==> config.mk <==
export PLATFORM = sky130hd
export DESIGN_NAME = store_buffer_rv32i
export DESIGN_NICKNAME = d
export VERILOG_FILES = /design/src/rtl/store_buffer_rv32i.sv
export SDC_FILE = /design/constraint.sdc
export NUM_CORES = 1
export LEC_CHECK = 0
export CAP_MARGIN = 10
export CORE_MARGIN = 4
export CORE_UTILIZATION = 30
export CTS_BUF_LIST = sky130_fd_sc_hd__clkbuf_2
export CTS_CLUSTER_SIZE = 12
export DETAILED_ROUTE_END_ITERATION = 12
export PLACE_DENSITY_LB_ADDON = 0.25
export SYNTH_ARGS = -nofsm -noshare
export SYNTH_HDL_FRONTEND = slang
export SYNTH_SLANG_ARGS = --single-unit
==> constraint.sdc <==
create_clock -name clk -period 26.8 [get_ports clk]
set_input_delay 6.7 -clock clk [delete_from_list [all_inputs] [get_ports clk]]
set_output_delay 6.7 -clock clk [all_outputs]
set_load 0.005 [all_outputs]
==> src/rtl/store_buffer_rv32i.sv <==
// store_buffer_rv32i: lane-aligns stores into 16-byte lines and queues them for the data-memory write port.
// Optional macro STORE_BUFFER_MERGE_EN: merge a store into the tail entry when it hits the same line.
module store_buffer_rv32i #(
  parameter int DEPTH  = 4,
  parameter int ADDR_W = 32
) (
  input  logic                     clk,
  input  logic                     rst,
  input  logic                     in_valid,
  output logic                     in_ready,
  input  logic [ADDR_W-1:0]        in_addr,
  input  logic [127:0]             in_data,
  input  logic [15:0]              in_byte_en,
  output logic                     mem_valid,
  input  logic                     mem_ready,
  output logic [ADDR_W-1:0]        mem_addr,
  output logic [127:0]             mem_data,
  output logic [15:0]              mem_byte_en,
  input  logic                     flush,
  output logic                     empty,
  output logic [$clog2(DEPTH):0]   count,
  output logic                     misalign_err
);
  localparam int PW = $clog2(DEPTH);

  logic [ADDR_W-1:0] addr_q [DEPTH];
  logic [127:0]      data_q [DEPTH];
  logic [15:0]       en_q   [DEPTH];
  logic [PW-1:0]     rd_ptr, wr_ptr;
  logic [3:0]        off;
  logic [31:0]       en_wide;
  logic [15:0]       sh_en;
  logic [127:0]      sh_data;
  logic [ADDR_W-1:0] line;
  logic              mis, accept, live, merge, push, pop;

  assign off     = in_addr[3:0];
  assign en_wide = {16'b0, in_byte_en} << off;
  assign sh_en   = en_wide[15:0];
  assign sh_data = in_data << {off, 3'b000};
  assign line    = {in_addr[ADDR_W-1:4], 4'b0000};
  assign mis     = |en_wide[31:16];
  assign live    = |in_byte_en && !mis;

  assign in_ready = (32'(count) < DEPTH) && !flush;
  assign accept   = in_valid && in_ready;
  assign empty    = (count == '0);
  assign mem_valid = !empty;
  assign pop      = mem_valid && mem_ready;

`ifdef STORE_BUFFER_MERGE_EN
  logic [PW-1:0] tail;
  assign tail  = wr_ptr - 1'b1;
  // The tail differs from the head only when two or more entries are held.
  assign merge = accept && live && (32'(count) >= 2) && (addr_q[tail] == line);
`else
  assign merge = 1'b0;
`endif

  assign push = accept && live && !merge;

  assign mem_addr    = addr_q[rd_ptr];
  assign mem_data    = data_q[rd_ptr];
  assign mem_byte_en = en_q[rd_ptr];

  // Queue storage, pointers, occupancy and the misalignment pulse.
  always_ff @(posedge clk) begin
    if (rst) begin
      rd_ptr       <= '0;
      wr_ptr       <= '0;
      count        <= '0;
      misalign_err <= 1'b0;
      for (int i = 0; i < DEPTH; i++) begin
        addr_q[i] <= '0;
        data_q[i] <= '0;
        en_q[i]   <= '0;
      end
    end else begin
      misalign_err <= accept && mis;
      if (push) begin
        addr_q[wr_ptr] <= line;
        data_q[wr_ptr] <= sh_data;
        en_q[wr_ptr]   <= sh_en;
        wr_ptr         <= wr_ptr + 1'b1;
      end
`ifdef STORE_BUFFER_MERGE_EN
      if (merge) begin
        en_q[tail] <= en_q[tail] | sh_en;
        for (int b = 0; b < 16; b++)
          if (sh_en[b]) data_q[tail][8*b +: 8] <= sh_data[8*b +: 8];
      end
`endif
      if (pop) rd_ptr <= rd_ptr + 1'b1;
      count <= count + {{PW{1'b0}}, push} - {{PW{1'b0}}, pop};
    end
  end
endmodule
==> results_dict.tcl <==
set metrics [dict create \
    fillers 11400 \
    crit_arrival_ns 8.25 \
    std_cell_rows 124 \
    cts_tree "built" \
    hold_violations 0 \
    clock_skew_ns 0.0878 \
    period_needed_ns 14.95 \
    maxClockFrequency_mhz 66.9 \
    synth_cell_types 66 \
    die_y_um 347 \
    placed_area_mm2 0.0393 \
    grt_pass1_wl_um 179000 \
    firstDrtPassIters 5 \
    ctsResizeCount 0 \
    holdWs_ns 0.537 \
    drt_wl_total_um 126000 \
    synth_top_area_share_pct 60.0 \
    initial_utilization_pct 30.2 \
    place_congestion 0.878 \
    drive_above_1_share_pct 19.1 \
    crit_path_max_fanout 3 \
    grt_pass1_vias 24470 \
    use_met2_pct 32.6 \
    cpPeakStageDelay_ns 0.63 \
    r2r_slack_ns 21.43 \
    post-route-util_pct 35.7 \
    setup_viol 0 \
    track_usage_pct 20.4 \
    cts_made_buffers 175 \
    gr-max-usage-layer "met2" \
    synth_commonest_cells "edfxtp_1, nor2_1, nor3_1" \
    relSlewSlack_pct -2.73 \
    post-route-period-util_pct 55.8 \
    min_path_type "flip-flop to flip-flop" \
    use_met1_pct 28.1 \
    synth_top_cell_by_area "edfxtp_1" \
    max-cap-violations 0 \
    clockRootBuffer "clkbuf_2" \
    die_area_mm2 0.120 \
    critical_path.top_delay_family "buffers and inverters" \
    rsz0062_at_grt "false" \
    violations "max-slew violations" \
    max-clock-path-buffers 3 \
    ys_ff_latch 698 \
    start_kind "input pin" \
    grt_antenna_before_repair 13 \
    htreeDepth 4 \
    syn_area_mm2 0.0344 \
    tns_ns 0 \
    crit_slowest_cell "clkdlybuf4s50_1" \
    ys_warn_count 0 \
    ant_nets 0 \
    tightest_slew_ns 1.54 \
    vdd_drop_max_mv 0.0836 \
    grt_max_degree 237 \
    syn_to_final_growth_pct 18.4 \
    post_drt_wl_per_cell_um 27.3 \
    power-per-cell-area_mw_per_mm2 67.3 \
    synth_area_leaders "edfxtp_1, mux4_2, nor2_1, nor3_1, mux2i_1" \
    drc 0 \
    worstSetupPathType "input pin to output port" \
    maxSlewViolCount 47 \
    clkSinkCount 698 \
    cp.required_ns 20.10 \
    path_cells "clkdlybuf4s50_1 -> nor2_1 -> clkdlybuf4s50_1" \
    viasPerCell 5.32 \
    cp-end-kind "output port" \
    fin_nets 3160 \
    leakage_uw 0.0142 \
    synth.avg_cell_area_um2 13.1 \
    grt.met3_usage_pct 4.18 \
    cts_setup_buffers 0 \
    cts_hold_buf 0 \
    core_area_mm2 0.114 \
    async_reset_ff_share_pct 0 \
    clkLatencyLatePin_ns 1.36 \
    yosysSeqAreaShare_pct 60.6 \
    dr_total_vias 24543 \
    path_buf_inv 2 \
    drt_iter0_drc 2542 \
    hpwl_um 83000 \
    overflow 0 \
    port_buffers 359 \
    path_common_cell "clkdlybuf4s50_1" \
    yosysMostFrequentCell "edfxtp_1" \
    outcome "finished, violations left" \
    syn_inst 2625 \
    final_area_mm2 0.0408 \
    synth_edf_count 688 \
    io_pins 364 \
    synthFlopType "edfxtp_1" \
    die_x_um 347 \
    path_clk_slew_ns 0.11 \
]
## state kept, by name (all words and copies together) (netlist names), named ones only
name / cells
addr_q: 112
count: 3
data_q: 512
en_q: 64
misalign_err: 1
rd_ptr: 2
wr_ptr: 2
## worst paths after layout
kind / startpoint / endpoint / cells past startpoint
setup / recovery: flush / in_ready / 3
hold / removal: rd_ptr[1] / rd_ptr[1] / 2
setup reg to reg: count[2] / data_q[3][87] / 10
hold reg to reg: rd_ptr[1] / rd_ptr[1] / 2
## cell usage in the layout (no fill, tap or decap), types with 10 or more instances in the layout
| cell | n |
|---|---|
| edfxtp_1 | 688 |
| nor2_1 | 498 |
| clkdlybuf4s50_1 | 355 |
| clkbuf_2 | 261 |
| nor3_1 | 226 |
| mux4_2 | 181 |
| nand2_1 | 134 |
| mux2i_1 | 104 |
| a21oi_1 | 81 |
| o21ai_0 | 66 |
| a211oi_1 | 56 |
| and3_1 | 55 |
| mux2_2 | 50 |
| buf_4 | 43 |
| nor2b_1 | 32 |
| o22a_1 | 27 |
| clkinv_1 | 22 |
| o21a_1 | 18 |
| inv_1 | 16 |
| and2_1 | 12 |
| a31oi_1 | 12 |
| a21o_1 | 11 |
| or3_1 | 11 |
| nand4b_1 | 10 |
| and4_1 | 10 |
## per-stage QoR
stage / setup slack [ns] / power (µW) / std cells
floorplan: 5.65 / 1680 / 2628
finish: 11.85 / 2750 / 4613
detailed placement: 11.77 / 2090 / 4311
global placement: 11.79 / 2090 / 4311
CTS: 11.77 / 2790 / 4606
global route: 11.77 / 2880 / 4610
## cells by family (layout without fill, tap and decap cells)
kind of cell	Yosys count	count (layout)	synth area share [%]
simple gates	1034	1034	13.6
flops	698	698	60.6
mux	337	337	16.6
compound gates	294	294	5.50
buf+inv	254	720	3.48
xor+xnor	4	4	0.102
fa+ha+maj	3	3	0.131
other cells	1	11	0.0109
## final cells by class
type	instances	area, µm²	share of cell area, %
flip-flops and latches	698	20900	51.2
clock buffers	261	1310	3.20
clock inverters	34	169	0.414
repair buffers	404	3990	9.78
inverters	21	81.3	0.199
diodes	7	17.5	0.0430
multi-input cells	1676	12500	30.6
well taps	1512	1890	4.64
## report_power, final
| group | switching (µW) | internal [µW] | total, µW | leakage, µW |
|---|---|---|---|---|
| Clock | 440 | 259 | 699 | 0.00116 |
| Combinational | 394 | 380 | 775 | 0.00584 |
| Sequential | 34.7 | 1240 | 1270 | 0.00719 |
## routing by layer
| layer | share of wire [%] | vias up |
|---|---|---|
| met4 | 2.7 | 2 |
| met3 | 7.4 | 191 |
| met5 | 0.0071 | - |
| li1 | - | 10755 |
| met2 | 47 | 1016 |
| met1 | 43 | 12579 |
## tightest hold or removal path, cell delays in order, from the launching register on
cell,delay (ns)
dfxtp_1,0.34
xor2_1,0.06
nor2_1,0.10
(Power assumes the default switching activity.)
